[config.mk]
export PLATFORM = sky130hd
export DESIGN_NAME = spi_block_sequencer
export DESIGN_NICKNAME = d
export VERILOG_FILES = /design/src/rtl/spi_seq_pkg.sv /design/src/rtl/spi_done_edge.sv /design/src/rtl/spi_block_sequencer.sv
export SDC_FILE = /design/constraint.sdc
export NUM_CORES = 1
export LEC_CHECK = 0
export BUFFER_PORTS_ARGS = -buffer_cell sky130_fd_sc_hd__clkbuf_2
export CAP_MARGIN = 20
export CORE_AREA = 8 8 152 225
export CTS_BUF_LIST = sky130_fd_sc_hd__clkbuf_16
export CTS_CLUSTER_SIZE = 16
export DETAILED_ROUTE_END_ITERATION = 8
export DIE_AREA = 0 0 160 233
export GPL_TIMING_DRIVEN = 0
export PLACE_DENSITY_LB_ADDON = 0.3
export RECOVER_POWER = 100
export SYNTH_ARGS = -nofsm -noshare
export SYNTH_HDL_FRONTEND = slang
export SYNTH_SLANG_ARGS = --single-unit
[constraint.sdc]
create_clock -name clock -period 4.2 [get_ports clock]
set_input_delay 1.05 -clock clock [delete_from_list [all_inputs] [get_ports clock]]
set_output_delay 1.05 -clock clock [all_outputs]
set_load 0.005 [all_outputs]
[src/rtl/spi_seq_pkg.sv]
// Shared types and default sizing for the SPI block sequencer.
// The state enum is exported on the top-level debug port.
package spi_seq_pkg;

    localparam int SEQ_WORDS   = 8;
    localparam int SEQ_WORD_W  = 16;
    localparam int SEQ_TIMEOUT = 64;
    localparam int SEQ_IDX_W   = $clog2(SEQ_WORDS);

    typedef enum logic [2:0] {
        ST_IDLE      = 3'd0,
        ST_ISSUE     = 3'd1,
        ST_WAIT_DONE = 3'd2,
        ST_CAPTURE   = 3'd3,
        ST_RESULT    = 3'd4
    } seq_state_e;

endpackage

[src/rtl/spi_done_edge.sv]
// Registered rising-edge detector for the SPI master's done flag.
// rise is a one-cycle pulse in the first cycle the level is seen high.
module spi_done_edge (
    input  logic clock,
    input  logic reset_n,
    input  logic level,
    output logic rise
);

    logic level_q;

    always_ff @(posedge clock) begin
        if (!reset_n) begin
            level_q <= 1'b0;
        end else begin
            level_q <= level;
        end
    end

    assign rise = level & ~level_q;

endmodule

[src/rtl/spi_block_sequencer.sv]
// Sends one AES block to the 16-bit SPI master as WORDS word transactions,
// word 0 first, and rebuilds the returned words into a result block.
module spi_block_sequencer
    import spi_seq_pkg::*;
#(
    parameter int WORDS   = SEQ_WORDS,
    parameter int WORD_W  = SEQ_WORD_W,
    parameter int TIMEOUT = SEQ_TIMEOUT
) (
    input  logic                    clock,
    input  logic                    reset_n,
    input  logic                    blk_valid,
    output logic                    blk_ready,
    input  logic [WORDS*WORD_W-1:0] blk_data,
    output logic                    res_valid,
    input  logic                    res_ready,
    output logic [WORDS*WORD_W-1:0] res_data,
    output logic [WORD_W-1:0]       spi_data_in,
    output logic                    spi_data_valid,
    input  logic                    spi_done,
    input  logic [WORD_W-1:0]       spi_data_out,
    output logic                    busy,
    output logic                    timeout_err,
    output seq_state_e              dbg_state
);

    localparam int BLK_W = WORDS * WORD_W;
    localparam int IDX_W = (WORDS > 1) ? $clog2(WORDS) : 1;
    localparam int TMO_W = (TIMEOUT > 2) ? $clog2(TIMEOUT) : 1;

    // Handshakes (blk_* and res_*): a transfer happens on a rising edge where
    // valid and ready are both high; the source holds valid and data stable
    // until then, and ready here depends on state only, never on valid.

    seq_state_e         state_q;
    seq_state_e         state_d;
    logic [BLK_W-1:0]   shadow_q;
    logic [BLK_W-1:0]   res_q;
    logic [IDX_W-1:0]   idx_q;
    logic [TMO_W-1:0]   tmo_q;
    logic [WORD_W-1:0]  last_word_q;
    logic               timeout_err_q;

    logic               done_rise;
    logic               accept;
    logic               abort;
    logic               capture;
    logic               idx_last;
    logic               tmo_last;
    logic [WORD_W-1:0]  issue_word;

    spi_done_edge u_done_edge (
        .clock   (clock),
        .reset_n (reset_n),
        .level   (spi_done),
        .rise    (done_rise)
    );

    assign idx_last   = (idx_q == IDX_W'(WORDS - 1));
    assign tmo_last   = (tmo_q == TMO_W'(TIMEOUT - 1));
    assign issue_word = shadow_q[WORD_W*int'(idx_q) +: WORD_W];
    assign capture    = (state_q == ST_CAPTURE);

    always_comb begin
        state_d = state_q;
        accept  = 1'b0;
        abort   = 1'b0;
        case (state_q)
            ST_IDLE: begin
                if (blk_valid) begin
                    accept  = 1'b1;
                    state_d = ST_ISSUE;
                end
            end
            ST_ISSUE: begin
                state_d = ST_WAIT_DONE;
            end
            ST_WAIT_DONE: begin
                // A done edge in the last allowed cycle still wins over the abort.
                if (done_rise) begin
                    state_d = ST_CAPTURE;
                end else if (tmo_last) begin
                    abort   = 1'b1;
                    state_d = ST_IDLE;
                end
            end
            ST_CAPTURE: begin
                state_d = idx_last ? ST_RESULT : ST_ISSUE;
            end
            ST_RESULT: begin
                if (res_ready) begin
                    state_d = ST_IDLE;
                end
            end
            default: begin
                state_d = ST_IDLE;
            end
        endcase
    end

    always_ff @(posedge clock) begin
        if (!reset_n) begin
            state_q       <= ST_IDLE;
            shadow_q      <= '0;
            res_q         <= '0;
            idx_q         <= '0;
            tmo_q         <= '0;
            last_word_q   <= '0;
            timeout_err_q <= 1'b0;
        end else begin
            state_q <= state_d;

            if (accept) begin
                shadow_q      <= blk_data;
                idx_q         <= '0;
                timeout_err_q <= 1'b0;
            end

            if (state_q == ST_ISSUE) begin
                tmo_q       <= '0;
                last_word_q <= issue_word;
            end else if (state_q == ST_WAIT_DONE && !done_rise && !tmo_last) begin
                tmo_q <= tmo_q + TMO_W'(1);
            end

            // CAPTURE sits one cycle after the edge so DATA_OUT has settled.
            if (capture) begin
                res_q[WORD_W*int'(idx_q) +: WORD_W] <= spi_data_out;
                if (!idx_last) begin
                    idx_q <= idx_q + IDX_W'(1);
                end
            end

            if (abort) begin
                timeout_err_q <= 1'b1;
                res_q         <= '0;
                idx_q         <= '0;
            end
        end
    end

    assign blk_ready      = (state_q == ST_IDLE);
    assign busy           = (state_q != ST_IDLE);
    assign res_valid      = (state_q == ST_RESULT);
    assign res_data       = res_q;
    assign spi_data_valid = (state_q == ST_ISSUE);
    assign spi_data_in    = (state_q == ST_ISSUE) ? issue_word : last_word_q;
    assign timeout_err    = timeout_err_q;
    assign dbg_state      = state_q;

endmodule
==> run summary, run 1 <==
Outcome - complete, no violations
WP data arrival - 2.72 ns
Slowest stage delay, CP - 0.40 ns
Die Width - 160 um
Worst setup EP type - primary output
Die H - 233 um
DRC viols - 0
Vias in the first global route - 11400
Worst endpoint required time - 3.15 ns
Main synth FF type - dfxtp_1
TritonRoute pass-1 iters - 5
H-tree depth - 1
Placeable core area - 0.0308 sq mm
CP Max Fanout - 10
Least-Margin Pin Slew - 1.21 ns
Placer Congestion - 0.838
Hold crit path type - flip-flop to flip-flop
Inserted Diodes - 0
IO Port Bufs - 283
Slowest library cell on the worst path - dfxtp_1
Setup tns final - 0 ns
CP top delay family - buffers and inverters
Final hold vios - 0
Synth cell types - 51
Via count - 10900
Final antenna-violating net count - 0
Slew Viols, Final - 0
Critical Path Start Type - flip-flop
Fin Clk Skew - 0.0140 ns
Fin cells - 2128
Register area share after synthesis - 0.482
WL/cell - 19.2 um
CTS tree - yes
Leak Pwr - 5.47 nW
Post-CTS setup buffer count - 0
Worst reg-to-reg setup slack - 0.43 ns
Worst vdd ir - 368 uV
# IOs - 301
Clk pin slew, worst setup/hold paths - 0.07 ns
Fill count - 3241
Number of synthesized flops with an enable pin - 0
Row count - 79
Post-synth top area share - 0.482
Rel. slew slack - 0.188
Antenna violations before repair - 0
Leading post-synthesis cells by cell area - dfxtp_1 (48%), nand2_1 (13%), a21boi_0 (8.1%)
Worst-Skew Late Latency - 0.54 ns
Critical path type - flip-flop to primary output
GR Overflow Total - 0
Routed wire length - 40.8 mm
WP buf/inv - 4
Post-Syn Nets - 1548
Num CTS Buffers - 27
FF+latch count, synth - 286
Total global-route track usage - 0.212
Area added between synthesis and finish - 21.5%
Largest net degree at the start of global routing - 15
HPWL after DPL - 32.0 mm
Nets - 1860
Mapped Area - 0.0119 sq mm
CTS Root Cell - clkbuf_16
Avg Inst Size Synth - 8.54 sq um
Inst Count DP - 2079
Die area - 0.0373 sq mm
Crit-path most repeated cell - buf_2
Clock buffer depth - 3
RSZ-0062 raised after global routing - false
Min cycle time layout - 3.77 ns
Post-synth ARST share - 0
CP Cell Sequence - buf_6 > buf_2 > buf_2 > mux4_2 > nand2_1 > and3_1 > nor2_1 > clkbuf_1
PwrDens - 425 mW/mm^2
Ys Warns - 0
Synth Instances - 1391
Initial DRC count - 562
Storage cell area - 0.00573 sq mm
Cells resized by post-CTS repair - 0
Cell taking the most area after synthesis - dfxtp_1
Max Clock Freq - 265 MHz
Final period util - 0.899
Area occupied by multi-input gates - 0.00556 sq mm
Vias per inst - 5.11
Initial Util - 0.385
Clock sinks - 286
Global-route wire length before repair - 62.5 mm
Share of layout cells above drive strength 1 - 0.145
CTS hold repair buffers - 0
# Max-Cap Violations - 0
Pwr Total - 0.00613 W
Final instance area - 0.0144 sq mm
Area post-placement - 0.0138 sq mm
Endpoints failing setup - 0
-- where the power goes --
part	total (W)	internal (W)	switching [W]
logic	0.000795	0.000283	0.000512
clock network	0.00240	0.00135	0.00106
registers	0.00293	0.00286	0.0000737
-- Yosys cell counts, types with 3 or more instances --
library cell    n
nor3_1          4
nand3_1       111
inv_1           5
nand2_1       411
clkbuf_1       76
mux2i_1        16
a21boi_0      128
nor2_1         58
a22oi_1         3
buf_2          44
nor3b_1        18
mux4_2         26
nand4b_1        3
and4_1          3
a21oi_1       118
or3_1           3
nor4b_2         3
ha_1            8
nand4_1         8
and3_1         18
mux4_1          6
dfxtp_1       286
-- sequential cells by signal, summed over array words and instances, names as in the netlist --
signal               flops
res_data               128
shadow_q               128
last_word_q             16
tmo_q                    6
dbg_state                3
idx_q                    3
timeout_err              1
u_done_edge.level_q      1
-- metrics by stage --
stage                     worst slack, ns   util  hold WS (ns)
after floorplan                      1.32      -         0.439
after global placement              0.634  0.448         0.443
after detailed placement            0.596  0.448         0.447
after CTS                           0.384  0.475         0.456
after global routing                0.155  0.468         0.475
final                               0.426  0.468         0.454
-- routing by layer --
layer	part of all wire	up-vias	global-route usage
met5	0	-	0
met4	0.042	0	0.0975
met3	0.050	78	0.0377
met2	0.53	338	0.408
met1	0.38	5130	0.219
li1	-	5332	-
-- final timing paths --
| check | startpoint | end | cells past startpoint |
|---|---|---|---|
| setup / recovery | idx_q[1] | spi_data_in[7] | 8 |
| hold / removal | res_data[61] | res_data[61] | 2 |
| setup reg to reg | idx_q[1] | res_data[10] | 12 |
| hold reg to reg | res_data[61] | res_data[61] | 2 |
-- worst min-delay path, cell delays in order (launching register included) --
cell	delay (ns)
dfxtp_1	0.31
nand2_1	0.05
a21oi_1	0.05
-- kinds of logic after synthesis --
| family | after synthesis | share of synthesized area |
|---|---|---|
| flops | 286 | 0.482 |
| mux | 48 | 0.0760 |
| compound gates | 261 | 0.140 |
| simple gates | 656 | 0.244 |
| xor+xnor | 1 | 0.000737 |
| buf+inv | 131 | 0.0493 |
| fa+ha+maj | 8 | 0.00843 |
-- placed cells by master (no fill, tap or decap), drive strengths merged, types with 2 or more instances in the layout --
master / count
nand2: 411
clkbuf: 404
dfxtp: 286
a21boi: 128
a21oi: 118
nand3: 111
nor2: 59
mux4: 32
buf: 31
nor3b: 19
and3: 18
mux2i: 16
inv: 12
clkinv: 12
nand4: 8
ha: 8
nor3: 5
nor4b: 4
or3: 3
nand4b: 3
o21ai: 3
and4: 3
a22oi: 3
bufinv: 3
or4: 2
o31ai: 2
nor2b: 2
-- cell type report --
type | count | share of cell area
well taps | 405 | 0.0351
plain buffers | 125 | 0.0359
multi-input cells | 974 | 0.385
repair buffers | 283 | 0.0869
flip-flops and latches | 286 | 0.397
inverters | 6 | 0.00156
clock inverters | 22 | 0.0118
clock buffers | 27 | 0.0468
(Power assumes the default switching activity.)
==> run 2, diff against run 1 <==
--- a/config.mk
+++ b/config.mk
@@ -7,14 +7,15 @@
 export LEC_CHECK = 0
 export BUFFER_PORTS_ARGS = -buffer_cell sky130_fd_sc_hd__clkbuf_2
 export CAP_MARGIN = 20
-export CORE_AREA = 8 8 152 225
+export CORE_AREA = 8 8 144 213
 export CTS_BUF_LIST = sky130_fd_sc_hd__clkbuf_16
 export CTS_CLUSTER_SIZE = 16
 export DETAILED_ROUTE_END_ITERATION = 8
-export DIE_AREA = 0 0 160 233
+export DIE_AREA = 0 0 152 221
 export GPL_TIMING_DRIVEN = 0
 export PLACE_DENSITY_LB_ADDON = 0.3
 export RECOVER_POWER = 100
 export SYNTH_ARGS = -nofsm -noshare
 export SYNTH_HDL_FRONTEND = slang
+export SYNTH_HIERARCHICAL = 1
 export SYNTH_SLANG_ARGS = --single-unit
==> run summary, run 2 <==
PwrDens - 414 mW/mm^2 (-2.6%)
RSZ-0062 raised after global routing - false
Row count - 75 (-5.1%)
CTS hold repair buffers - 0 (unchanged)
Die H - 221 um (-5.2%)
Min cycle time layout - 3.83 ns (+0.0592 ns)
Worst setup margin - 0.367 ns (-0.0592 ns)
Initial Util - 0.431 (+0.0453)
Final hold vios - 0 (unchanged)
Largest family of logic cells by synthesized area - simple AND/OR/NAND/NOR gates
Worst setup EP type - flip-flop
Global-route wire length before repair - 60.0 mm (-4.1%)
Num CTS Buffers - 27 (unchanged)
DRC viols - 0 (unchanged)
Endpoints failing setup - 0 (unchanged)
Slowest library cell on the worst path - or4b_1
Post-synth ARST share - 0 (unchanged)
Inserted Diodes - 0 (unchanged)
Setup tns final - 0 ns (unchanged)
Slew Viols, Final - 0 (unchanged)
H-tree depth - 1 (unchanged)
Leak Pwr - 5.49 nW (+0.39%)
Hold crit path type - flip-flop to flip-flop
Synth cell count leaders - nand2_1 (404), dfxtp_1 (286), a21boi_0 (122)
Critical path type - flip-flop to flip-flop
Via count - 10800 (-0.39%)
# Max-Cap Violations - 0 (unchanged)
Setup WS pre-CTS - 0.520 ns (-0.0765 ns)
GR Overflow Total - 0 (unchanged)
Outcome - complete, no violations
Register area share after synthesis - 0.480 (-0.00152)
Critical Path Start Type - flip-flop
Antenna violations before repair - 0 (unchanged)
Routed wire length - 38.8 mm (-5.0%)
Leading post-synthesis cells by cell area - dfxtp_1 (48%), nand2_1 (13%), a21boi_0 (7.7%)
Main synth FF type - dfxtp_1
HPWL after DPL - 30.7 mm (-4.3%)
Most frequent cells in the layout - nand2_1 (404), dfxtp_1 (286), clkbuf_1 (212), clkbuf_2 (154), a21boi_0 (127)
Cell taking the most area after synthesis - dfxtp_1
Placer Congestion - 0.859 (+2.4%)
Post-Syn Nets - 1547 (-0.065%)
Share of layout cells above drive strength 1 - 0.156 (+0.0106)
Total global-route track usage - 0.222 (+0.00999)
Most common cell after layout, fill and taps aside - nand2_1
Number of synthesized flops with an enable pin - 0 (unchanged)
IO Port Bufs - 284 (+0.35%)
Post-CTS setup buffer count - 0 (unchanged)
Worst-Skew Late Latency - 0.55 ns (about the same)
CP Cell Sequence - buf_6 > buf_2 > buf_2 > inv_1 > ha_1 > ha_1 > or4b_1 > or3_1 > clkbuf_1 > clkbuf_2 > mux2i_1 > nor2_1
Least-Margin Pin Slew - 0.810 ns (-0.399 ns)
Most common cell in the netlist - nand2_1
CTS Root Cell - clkbuf_16
Mapped Area - 0.0119 sq mm (+0.32%)
Clock sinks - 286 (unchanged)
Simple-Gate Fraction of Synth Area - 0.244 (about the same)
Post-synth top area share - 0.480 (-0.00152)
Area added between synthesis and finish - 20.9%
Slowest stage delay, CP - 0.49 ns (+0.09 ns)
Worst endpoint required time - 4.62 ns (+1.47 ns)
Multiplexer share of the synthesized area - 0.0763 (+0.000285)
Max Clock Freq - 261 MHz (-1.5%)
WL/cell - 18.8 um (-2.2%)
Synth cell types - 51 (unchanged)
CP Max Fanout - 10 (unchanged)
Worst vdd ir - 340 uV (-7.8%)
Avg Inst Size Synth - 8.57 sq um (+0.39%)
Rel. slew slack - 0.460 (+0.272)
Die area - 0.0336 sq mm (-9.9%)
TritonRoute pass-1 iters - 4 (-1)
Largest net degree at the start of global routing - 15 (unchanged)
Post-synthesis compound-gate area fraction - 0.138 (-0.00212)
Vias in the first global route - 11000 (-3.3%)
Placeable core area - 0.0277 sq mm (-10%)
Synth Instances - 1390 (-0.072%)
Fin Clk Skew - 0.0142 ns (+0.000167 ns)
WP data arrival - 4.26 ns (+1.54 ns)
FF+latch count, synth - 286 (unchanged)
Clk pin slew, worst setup/hold paths - 0.06 ns (about the same)
Vias per inst - 5.24 (+2.6%)
Nets - 1860 (unchanged)
Initial DRC count - 514 (-8.5%)
Synth Area in Adders - 0.00840 (-0.0000265)
# IOs - 301 (unchanged)
Final period util - 0.913 (+0.0141)
Clock buffer depth - 3 (unchanged)
CTS tree - yes
Final antenna-violating net count - 0 (unchanged)
Xor and xnor area share after synthesis - 0.00220 (+0.00147)
Die Width - 152 um (-5.0%)
Ys Warns - 6 (+6)
Cells resized by post-CTS repair - 0 (unchanged)
==> run 2: cell types whose count changed in the layout (fill, tap and decap cells not counted), sizes merged, moves of 3 or more <==
cell,change
nor2,+3
buf,+12
nand2,-7
clkbuf,-11
nor3b,-3
xor2,+3
==> run 2: logic make-up (layout without fill, tap and decap cells) <==
logic type                 Yosys count  after routing
muxes                               49             49
adders and majority gates            8              8
xor gates and xnor gates             3              3
DFF                                286            286
and+or+nand+nor                    652            652
AOI/OAI and AO/OA                  258            258
buffers and inverters              134            465
==> run 2: worst paths after layout <==
kind	endpoint	start	slack, ns	depth (start not counted)
worst max-delay path	res_data[12]	idx_q[1]	0.37	12
worst min-delay path	res_data[113]	res_data[113]	0.45	2
worst max register to register	res_data[12]	idx_q[1]	0.37	12
worst min register to register	res_data[113]	res_data[113]	0.45	2
==> run 2: where the power goes <==
| part | total [W] | internal [W] | switching, W |
|---|---|---|---|
| Combinational | 0.000658 | 0.000245 | 0.000413 |
| Sequential | 0.00289 | 0.00283 | 0.0000620 |
| Clock | 0.00241 | 0.00135 | 0.00106 |
==> run 2: cell type report <==
type,instances,area (sq um)
plain buffers,125,543
clock buffers,27,676
multi-input cells,970,5570
fillers,2774,13300
well taps,346,433
clock inverters,20,171
repair buffers,284,1260
flip-flops and latches,286,5730
inverters,9,33.8
==> run 2: worst max-delay path: cells and delay by family (launching register included) <==
family / cells / cell delay [ns]
adders and majority gates: 2 / 0.56
and+or+nand+nor: 3 / 0.88
muxes: 1 / 0.23
DFF: 1 / 0.39
buffers and inverters: 6 / 1.64
==> run 2: per-stage QoR <==
step           instances  total power, W  hold slack, ns  cell area [sq um]  utilization
6_report            2067         0.00596           0.453              14400        0.521
5_1_grt             2067         0.00619           0.470              14400        0.521
4_1_cts             2067         0.00602           0.454              14600        0.528
3_5_place_dp        2020         0.00363           0.446              13800        0.497
3_3_place_gp        2020         0.00361           0.442              13800        0.497
2_1_floorplan       1390         0.00333           0.431              11900            -
==> run 2: layer usage <==
layer	wire length (um)	vias up	track usage
li1	-	5309	-
met1	14500	5081	0.229
met2	20500	367	0.425
met3	2120	79	0.0392
met4	1640	0	0.107
met5	0	-	0
==> run 3, diff against run 2 <==
--- a/config.mk
+++ b/config.mk
@@ -7,11 +7,13 @@
 export LEC_CHECK = 0
 export BUFFER_PORTS_ARGS = -buffer_cell sky130_fd_sc_hd__clkbuf_2
 export CAP_MARGIN = 20
-export CORE_AREA = 8 8 144 213
+export CELL_PAD_IN_SITES_DETAIL_PLACEMENT = 0
+export CELL_PAD_IN_SITES_GLOBAL_PLACEMENT = 1
+export CORE_AREA = 8 8 152 226
 export CTS_BUF_LIST = sky130_fd_sc_hd__clkbuf_16
 export CTS_CLUSTER_SIZE = 16
 export DETAILED_ROUTE_END_ITERATION = 8
-export DIE_AREA = 0 0 152 221
+export DIE_AREA = 0 0 160 234
 export GPL_TIMING_DRIVEN = 0
 export PLACE_DENSITY_LB_ADDON = 0.3
 export RECOVER_POWER = 100
==> constraint.sdc (replaced) <==
create_clock -name clock -period 3.7 [get_ports clock]
set_input_delay 0.925 -clock clock [delete_from_list [all_inputs] [get_ports clock]]
set_output_delay 0.925 -clock clock [all_outputs]
set_load 0.005 [all_outputs]
==> run summary, run 3 (same netlist as run 2, synthesis figures left out) <==
TritonRoute pass-1 iters - 5 (+1)
Worst endpoint required time - 2.77 ns (-1.85 ns)
Worst setup EP type - primary output
Min cycle time layout - 3.50 ns
Post-CTS setup buffer count - 0 (unchanged)
Antenna violations before repair - 0 (unchanged)
Most frequent cells in the layout - nand2_1 (404), dfxtp_1 (286), clkbuf_1 (215), clkbuf_2 (152), a21boi_0 (128)
Fill count - 3291 (+19%)
# IOs - 301 (unchanged)
Inserted Diodes - 0 (unchanged)
Largest net degree at the start of global routing - 15 (unchanged)
Global-route wire length before repair - 61.7 mm (+2.8%)
Worst reg-to-reg path cell count - 12 (unchanged)
Leak Pwr - 5.49 nW (about the same)
Hold path depth - 2 (unchanged)
WL/cell - 19.2 um (+2.1%)
Cells resized by post-CTS repair - 3 (+3)
Num CTS Buffers - 28 (+3.7%)
DRC viols - 0 (unchanged)
Row count - 80 (+6.7%)
Outcome - complete, no violations
Worst-Skew Late Latency - 0.56 ns (about the same)
Clk pin slew, worst setup/hold paths - 0.06 ns (about the same)
WP data arrival - 2.57 ns (-1.69 ns)
Critical Path Start Type - flip-flop
Worst r2r src - idx_q[1]
Slew Viols, Final - 0 (unchanged)
Endpoints failing setup - 0 (unchanged)
H-tree depth - 1 (unchanged)
Vias in the first global route - 10900 (-1.2%)
Routed wire length - 40.9 mm (+5.4%)
HPWL after DPL - 32.4 mm (+5.8%)
PwrDens - 469 mW/mm^2 (+13%)
Placer Congestion - 0.805 (-6.2%)
Worst vdd ir - 291 uV (-14%)
Clock sinks - 286 (unchanged)
Die Width - 160 um (+5.3%)
Placeable core area - 0.0312 sq mm (+13%)
Area added between synthesis and finish - 22.0%
DR WL met3 - 2.41 mm (+14%)
Initial DRC count - 513 (-0.19%)
Crit path to - spi_data_in[4]
Highest Signal Layer - met4
Nets - 1861 (+0.054%)
Final antenna-violating net count - 0 (unchanged)
IO Port Bufs - 284 (unchanged)
WL met2 - 21.6 mm (+5.2%)
Final instance area - 0.0145 sq mm (+0.88%)
CP Max Fanout - 10 (unchanged)
Vias per inst - 5.07 (-3.2%)
FF-to-FF End - res_data[13]
Area post-placement - 0.0139 sq mm (+0.58%)
# Max-Cap Violations - 0 (unchanged)
Total global-route track usage - 0.210 (-0.0119)
Initial Util - 0.382 (-0.0489)
CTS hold repair buffers - 0 (unchanged)
Final hold vios - 0 (unchanged)
RSZ-0062 raised after global routing - false
Final period util - 0.945
Max Clock Freq - 286 MHz
Via count - 10800 (-0.037%)
Die area - 0.0374 sq mm (+11%)
CP startpoint - idx_q[1]
Share of layout cells above drive strength 1 - 0.158 (+0.00196)
Critical path type - flip-flop to primary output
Least-Margin Pin Slew - 0.927 ns (+0.117 ns)
Die H - 234 um (+5.9%)
Final Util - 0.466 (-0.0551)
Setup tns final - 0 ns (unchanged)
CTS tree - yes
Rel. slew slack - 0.373 (-0.0869)
Clock buffer depth - 3 (unchanged)
Most common cell after layout, fill and taps aside - nand2_1
M1 WL - 15.0 mm (+3.1%)
Worst reg-to-reg setup slack - 0.25 ns (-0.12 ns)
GR Overflow Total - 0 (unchanged)
Hold crit path type - flip-flop to flip-flop
CTS Root Cell - clkbuf_16
Pwr Total - 0.00681 W (+14%)
Fin Clk Skew - 0.0225 ns (+0.00833 ns)
==> run 3: cell count changes in the layout (fill, tap and decap cells not counted), sizes merged <==
cell | before | now
buf | 43 | 40
bufinv | 3 | 2
clkbuf | 393 | 397
clkinv | 11 | 19
clkinvlp | 2 | 1
inv | 13 | 10
==> run 3: metal layers <==
metal / vias up / GRT usage
met2: 351 / 0.399
met3: 94 / 0.0446
met4: 0 / 0.106
met1: 5058 / 0.214
met5: - / 0
li1: 5329 / -
==> run 3: area by class of cell <==
type | instances | area, sq um | area share
multi-input cells | 970 | 5590 | 0.384
plain buffers | 125 | 556 | 0.0382
inverters | 9 | 33.8 | 0.00232
well taps | 410 | 513 | 0.0353
repair buffers | 284 | 1250 | 0.0860
clock buffers | 28 | 701 | 0.0482
clock inverters | 23 | 174 | 0.0120
flip-flops and latches | 286 | 5730 | 0.394
==> run 3: worst min path at each step <==
stage             startpoint             to  slack, ns
2_1_floorplan   shadow_q[68]   shadow_q[68]       0.43
6_report       res_data[125]  res_data[125]       0.45
4_1_cts        res_data[122]  res_data[122]       0.46
5_1_grt        res_data[118]  res_data[118]       0.47
3_5_place_dp    res_data[68]   res_data[68]       0.45
3_3_place_gp    res_data[65]   res_data[65]       0.44
==> run 3: stage by stage <==
step	std cells	hold WS (ns)	setup WS, ns
finish	2135	0.454	0.202
global placement	2084	0.440	0.0100
floorplan	1390	0.431	0.799
CTS	2135	0.455	0.0359
global route	2135	0.474	0.0188
detailed placement	2084	0.445	-0.0551
==> run 3: power by group <==
group	internal [W]	switching (W)
clock network	0.00152	0.00125
registers	0.00321	0.0000709
logic	0.000277	0.000478
==> run 3: worst max-delay path, cell delays in order, from the launching register on <==
cell and delay (ns):
dfxtp_1 0.40, buf_6 0.19, buf_4 0.25, buf_4 0.25, mux4_2 0.24, nand2_1 0.06
and3_1 0.19, nor2_1 0.25, clkbuf_2 0.17
